[src/rtl/seq_alu.sv]
// Registered ALU: single-cycle ops plus iterative MUL / DIVU / REMU
// behind a start/busy/done handshake. Divider present only when
// SEQ_ALU_DIV_EN is defined.
// Ports: clk, rst (async, active-high), start, a, b, aluop in;
//        busy, done, result, zeros, ovf out.
module seq_alu #(
  parameter int WIDTH = 20
) (
  input  logic             clk,
  input  logic             rst,
  input  logic             start,
  input  logic [WIDTH-1:0] a,
  input  logic [WIDTH-1:0] b,
  input  logic [3:0]       aluop,
  output logic             busy,
  output logic             done,
  output logic [WIDTH-1:0] result,
  output logic             zeros,
  output logic             ovf
);

  localparam int CW = $clog2(WIDTH + 1);

  typedef enum logic {IDLE, RUN} state_t;

  state_t state, state_n;

  // opa: multiplicand, or dividend/quotient shift register
  // opb: multiplier shift register, or divisor
  // acc: product accumulator, or partial remainder
  logic [WIDTH-1:0] opa, opb, acc;
  logic [3:0]       op;
  logic [CW-1:0]    cnt;

  logic             is_slow;
  logic [WIDTH-1:0] sum, dif, fast_res;
  logic             fast_ovf;
  logic [WIDTH-1:0] it_opa, it_opb, it_acc, slow_res;
  logic             last;
`ifdef SEQ_ALU_DIV_EN
  logic [WIDTH:0]   sh, diff;
`endif

  always_comb begin
    is_slow = (aluop == 4'b1101);
`ifdef SEQ_ALU_DIV_EN
    is_slow = is_slow || (aluop == 4'b1110) || (aluop == 4'b1111);
`endif
  end

  assign sum = a + b;
  assign dif = a - b;

  always_comb begin
    fast_res = '0;
    fast_ovf = 1'b0;
    unique case (aluop)
      4'b0001, 4'b0110: begin
        fast_res = sum;
        fast_ovf = (a[WIDTH-1] == b[WIDTH-1]) &&
                   (sum[WIDTH-1] != a[WIDTH-1]);
      end
      4'b1000, 4'b1001, 4'b1010, 4'b1100: fast_res = sum;
      4'b0010: begin
        fast_res = dif;
        fast_ovf = (a[WIDTH-1] != b[WIDTH-1]) &&
                   (dif[WIDTH-1] != a[WIDTH-1]);
      end
      4'b1011:          fast_res = dif;
      4'b0011, 4'b0111: fast_res = a & b;
      4'b0100:          fast_res = a | b;
      4'b0101:          fast_res = {{(WIDTH-1){1'b0}}, (a < b)};
      default:          fast_res = '0;
    endcase
  end

  // One iteration of the active slow op.
  always_comb begin
    it_acc   = acc + (opb[0] ? opa : '0);
    it_opa   = opa << 1;
    it_opb   = opb >> 1;
    slow_res = it_acc;
`ifdef SEQ_ALU_DIV_EN
    sh   = {acc, opa[WIDTH-1]};
    diff = sh - {1'b0, opb};
    if (op[1]) begin
      it_opb = opb;
      // Restoring step; a zero divisor always "fits", which yields
      // an all-ones quotient and the dividend as remainder.
      if (!diff[WIDTH]) begin
        it_acc = diff[WIDTH-1:0];
        it_opa = {opa[WIDTH-2:0], 1'b1};
      end else begin
        it_acc = sh[WIDTH-1:0];
        it_opa = {opa[WIDTH-2:0], 1'b0};
      end
      slow_res = op[0] ? it_acc : it_opa;
    end
`endif
  end

  assign last = (cnt == CW'(1));
  assign busy = (state == RUN);

  always_comb begin
    state_n = state;
    unique case (state)
      IDLE: if (start && is_slow) state_n = RUN;
      RUN:  if (last)             state_n = IDLE;
      default:                    state_n = IDLE;
    endcase
  end

  always_ff @(posedge clk or posedge rst) begin
    if (rst) state <= IDLE;
    else     state <= state_n;
  end

  always_ff @(posedge clk or posedge rst) begin
    if (rst) begin
      opa    <= '0;
      opb    <= '0;
      acc    <= '0;
      op     <= '0;
      cnt    <= '0;
      done   <= 1'b0;
      result <= '0;
      zeros  <= 1'b1;
      ovf    <= 1'b0;
    end else begin
      done <= 1'b0;
      if (state == IDLE) begin
        if (start) begin
          if (is_slow) begin
            opa <= a;
            opb <= b;
            acc <= '0;
            op  <= aluop;
            cnt <= CW'(WIDTH);
          end else begin
            result <= fast_res;
            zeros  <= (fast_res == '0);
            ovf    <= fast_ovf;
            done   <= 1'b1;
          end
        end
      end else begin
        opa <= it_opa;
        opb <= it_opb;
        acc <= it_acc;
        cnt <= cnt - CW'(1);
        if (last) begin
          result <= slow_res;
          zeros  <= (slow_res == '0);
          ovf    <= 1'b0;
          done   <= 1'b1;
        end
      end
    end
  end

endmodule

[config.mk]
export PLATFORM = sky130hd
export DESIGN_NAME = seq_alu
export DESIGN_NICKNAME = d
export VERILOG_FILES = /design/src/rtl/seq_alu.sv
export SDC_FILE = /design/constraint.sdc
export NUM_CORES = 1
export LEC_CHECK = 0
export BUFFER_PORTS_ARGS = -buffer_cell sky130_fd_sc_hd__buf_4
export CAP_MARGIN = 30
export CORE_UTILIZATION = 51
export DETAILED_ROUTE_END_ITERATION = 10
export PLACE_DENSITY = 0.68
export SLEW_MARGIN = 10
export SYNTH_ARGS = -nofsm -noshare
export SYNTH_HDL_FRONTEND = slang
export SYNTH_SLANG_ARGS = --single-unit
[constraint.sdc]
create_clock -name clk -period 4.9 [get_ports clk]
set_input_delay 0 -clock clk [delete_from_list [all_inputs] [get_ports clk]]
set_output_delay 0 -clock clk [all_outputs]
set_load 0.005 [all_outputs]
==> flow_metrics.env <==
export IMPL_run_status="complete, no violations"
export IMPL_cts_sinks=89
export IMPL_power_mw=3.47
export IMPL_clk_pin_slew_worst_paths_ns=0.07
export IMPL_grt_overflow=0
export IMPL_fmax_ghz=0.268
export IMPL_p_leak_nw=4.19
export IMPL_drtIter0Drc=679
export IMPL_yosysUniqueCellTypes=93
export IMPL_synthFlopType="dfrtp_1"
export IMPL_routed_wl_mm=24.4
export IMPL_reg2reg_from="opb[0]"
export IMPL_clock_latency_ns=0.36
export IMPL_first_pass_iters=5
export IMPL_synth_top_area_share_pct=26.1
export IMPL_area_growth_pct=9.80
export IMPL_antenna_found_initial=0
export IMPL_syn_nets=1202
export IMPL_placed_cells=1298
export IMPL_cts_tree="built"
export IMPL_rows=46
export IMPL_avgRoutedWirePerCell_um=18.5
export IMPL_vias=7958
export IMPL_layout_drive_gt1_share_pct=12.8
export IMPL_p_seq_share_pct=36.1
export IMPL_numCtsBuffers=9
export IMPL_gp_routability_congestion=0.936
export IMPL_placed_cell_area_mm2=0.00895
export IMPL_fin_util_pct=57.8
export IMPL_synth_area_top_cells="dfrtp_1 26%, ha_1 13%, a21oi_1 5.6%"
export IMPL_hp_start="start"
export IMPL_timing_rr_end="zeros"
export IMPL_syn_instance_count=1065
export IMPL_final_common_cell="nand2_1"
export IMPL_cp_max_fo=21
export IMPL_antennaDiodeCount=0
export IMPL_crit_type="reg2reg"
export IMPL_floorplan_initialDensity_pct=52.7
export IMPL_cell_internal_pwr_mw=2.02
export IMPL_place_ws_ns=1.22
export IMPL_grt_usage_pct=29.3
export IMPL_rsz0062_at_grt="false"
export IMPL_yosysWarnings=0
export IMPL_setup_tns_ns=0
export IMPL_drv_cap=0
export IMPL_synth_edff_count=0
export IMPL_drc=0
export IMPL_syn_avg_cell_area_um2=7.91
export IMPL_setup_worst_path_end_class="register"
export IMPL_finalCriticalPeriod_ns=3.73
export IMPL_io_buffers=70
export IMPL_period_share_pct=76.1
export IMPL_cp_arrival_ns=4.03
export IMPL_ctsResizeCount=0
export IMPL_nNetsFinal=1233
export IMPL_die_area_mm2=0.0170
export IMPL_finalSetupViolations=0
export IMPL_ctsHtreeMaxLevel=3
export IMPL_timing_hold_ws_ns=0.0530
export IMPL_drv_slew=0
export IMPL_finalNonFillerCells=1317
export IMPL_vdd_ir_drop_max_mv=0.264
export IMPL_core_area_mm2=0.0160
export IMPL_final_fill_count=1542
export IMPL_cts_buffer_depth=2
export IMPL_p_per_area_mw_per_mm2=375
export IMPL_yosysTopAreaCell="dfrtp_1"
export IMPL_synth_area_mm2=0.00843
export IMPL_finClkSkew_ns=0.00919
export IMPL_root_buffer="clkbuf_16"
export IMPL_pwr_share_clk_pct=19.8
export IMPL_die_height_um=131
export IMPL_hold_viol=0
export IMPL_grt_pass1_vias=7352
export IMPL_final_cell_mix="121 x nand2_1, 113 x nor2_1, 94 x a21oi_1, 87 x ha_1, 87 x dfrtp_1"
export IMPL_critPathRequiredTime_ns=5.20
export IMPL_combinationalPowerShare_pct=44.1
export IMPL_setup_worst_path_start_class="register"
export IMPL_p_sw_mw=1.45
export IMPL_tightest_slew_ns=0.935
export IMPL_r2r_setup_slack_ns=1.17
export IMPL_antenna_left=0
export IMPL_reg2reg_depth=13
export IMPL_swShare_pct=41.7
export IMPL_pin_count=71
export IMPL_grt_pass1_wl_mm=38.4
export IMPL_dp_hpwl_mm=18.3
export IMPL_grt_max_degree=90
export IMPL_min_path_cells=3
export IMPL_seq_area_frac_synth_pct=26.4
export IMPL_die_width_um=131
export IMPL_holdPathEnd="ovf"
export IMPL_worst_slack_ns=1.17
export IMPL_vias_per_cell=6.04
export IMPL_synth_seq_cells=89
export IMPL_design_area_mm2=0.00925
export IMPL_async_reset_ff_share_pct=100
export IMPL_max_slew_margin_pct=37.6
export IMPL_hp_class="in2reg"
[power groups by stage]
stage                     Combinational (mW)  Clock (mW)  Sequential, mW
final                                   1.53       0.687            1.26
after global routing                    1.71       0.725            1.30
after CTS                               1.53       0.699            1.25
after global placement                  1.50           0            1.26
after floorplan                         1.12           0            1.16
after detailed placement                1.52           0            1.26
[how the worst max path moves through the flow]
stage | startpoint | to | slack [ns] | cells after the start
finish | opb[0] | zeros | 1.17 | 13
global route | opb[0] | zeros | 0.81 | 13
CTS | opb[0] | zeros | 1.19 | 13
detailed placement | opb[0] | zeros | 1.22 | 13
global placement | opb[0] | zeros | 1.29 | 13
floorplan | opb[0] | zeros | 1.63 | 14
[area by class of cell]
class / count / area (µm²) / share of cell area (%)
clock buffer: 11 / 243 / 2.62
sequential: 89 / 2230 / 24.1
clock inverter: 5 / 38.8 / 0.419
tap: 216 / 270 / 2.92
inverter: 68 / 258 / 2.79
timing repair buffer: 80 / 602 / 6.50
multi-input combinational: 848 / 5610 / 60.6
[logic make-up (layout without fill, tap and decap cells)]
logic type,Yosys count,after routing,synth area share [%]
and+or+nand+nor,374,374,21.3
AOI/OAI and AO/OA,354,354,28.3
buffers and inverters,128,164,6.99
adders and majority gates,90,90,13.6
DFF,89,89,26.4
xor gates and xnor gates,23,23,2.39
muxes,7,7,0.920
[critical path, cell delays in order (launching register included)]
cell	delay, ns
dfrtp_1	0.58
and2_1	0.26
ha_1	0.21
fa_1	0.45
a211oi_1	0.29
o21ai_1	0.21
a2111oi_2	0.53
nor4_1	0.13
o21ai_1	0.18
xnor2_1	0.10
nor4_1	0.27
nand4_1	0.12
nor4_1	0.19
a21o_1	0.15
[repair_timing]
action	in CTS	in global routing
buffers inserted	0	0
hold buffers	2	0
endpoints found under the hold margin	35	0
[Yosys cell counts, types with 4 or more instances]
| cell | number |
|---|---|
| nand2_1 | 121 |
| nor2_1 | 113 |
| a21oi_1 | 94 |
| dfrtp_1 | 88 |
| ha_1 | 87 |
| o21ai_0 | 79 |
| inv_1 | 68 |
| clkbuf_1 | 42 |
| o211ai_1 | 23 |
| and2_1 | 21 |
| nand3_1 | 19 |
| xnor2_1 | 17 |
| nor3_1 | 16 |
| o21a_1 | 16 |
| a211oi_1 | 14 |
| a21o_1 | 14 |
| nor2b_1 | 11 |
| a31oi_1 | 9 |
| nand2b_1 | 9 |
| o221ai_1 | 9 |
| nand4_1 | 8 |
| or2_2 | 8 |
| a221o_1 | 7 |
| clkbuf_8 | 7 |
| o31ai_1 | 7 |
| nor4_1 | 6 |
| o21bai_1 | 6 |
| o22ai_1 | 6 |
| xor2_1 | 6 |
| a2111oi_0 | 5 |
| a221oi_1 | 5 |
| nand3b_1 | 5 |
| nor3b_1 | 5 |
| o31a_1 | 5 |
| a22oi_1 | 4 |
| buf_2 | 4 |
| buf_6 | 4 |
| or3_1 | 4 |
[registers in the layout, indices dropped and copies added, names as in the netlist]
signal  flops
acc        20
opa        20
opb        20
result     20
cnt         5
busy        1
done        1
ovf         1
zeros       1
[routing by layer]
metal	up-vias	share of wire, %	GRT usage, %
met5	-	0	0
met4	0	3.8	12.6
met3	56	4.9	3.75
met2	257	45	47.2
met1	3777	46	39.5
li1	3868	-	-
Power figures use the tool's default switching activity.
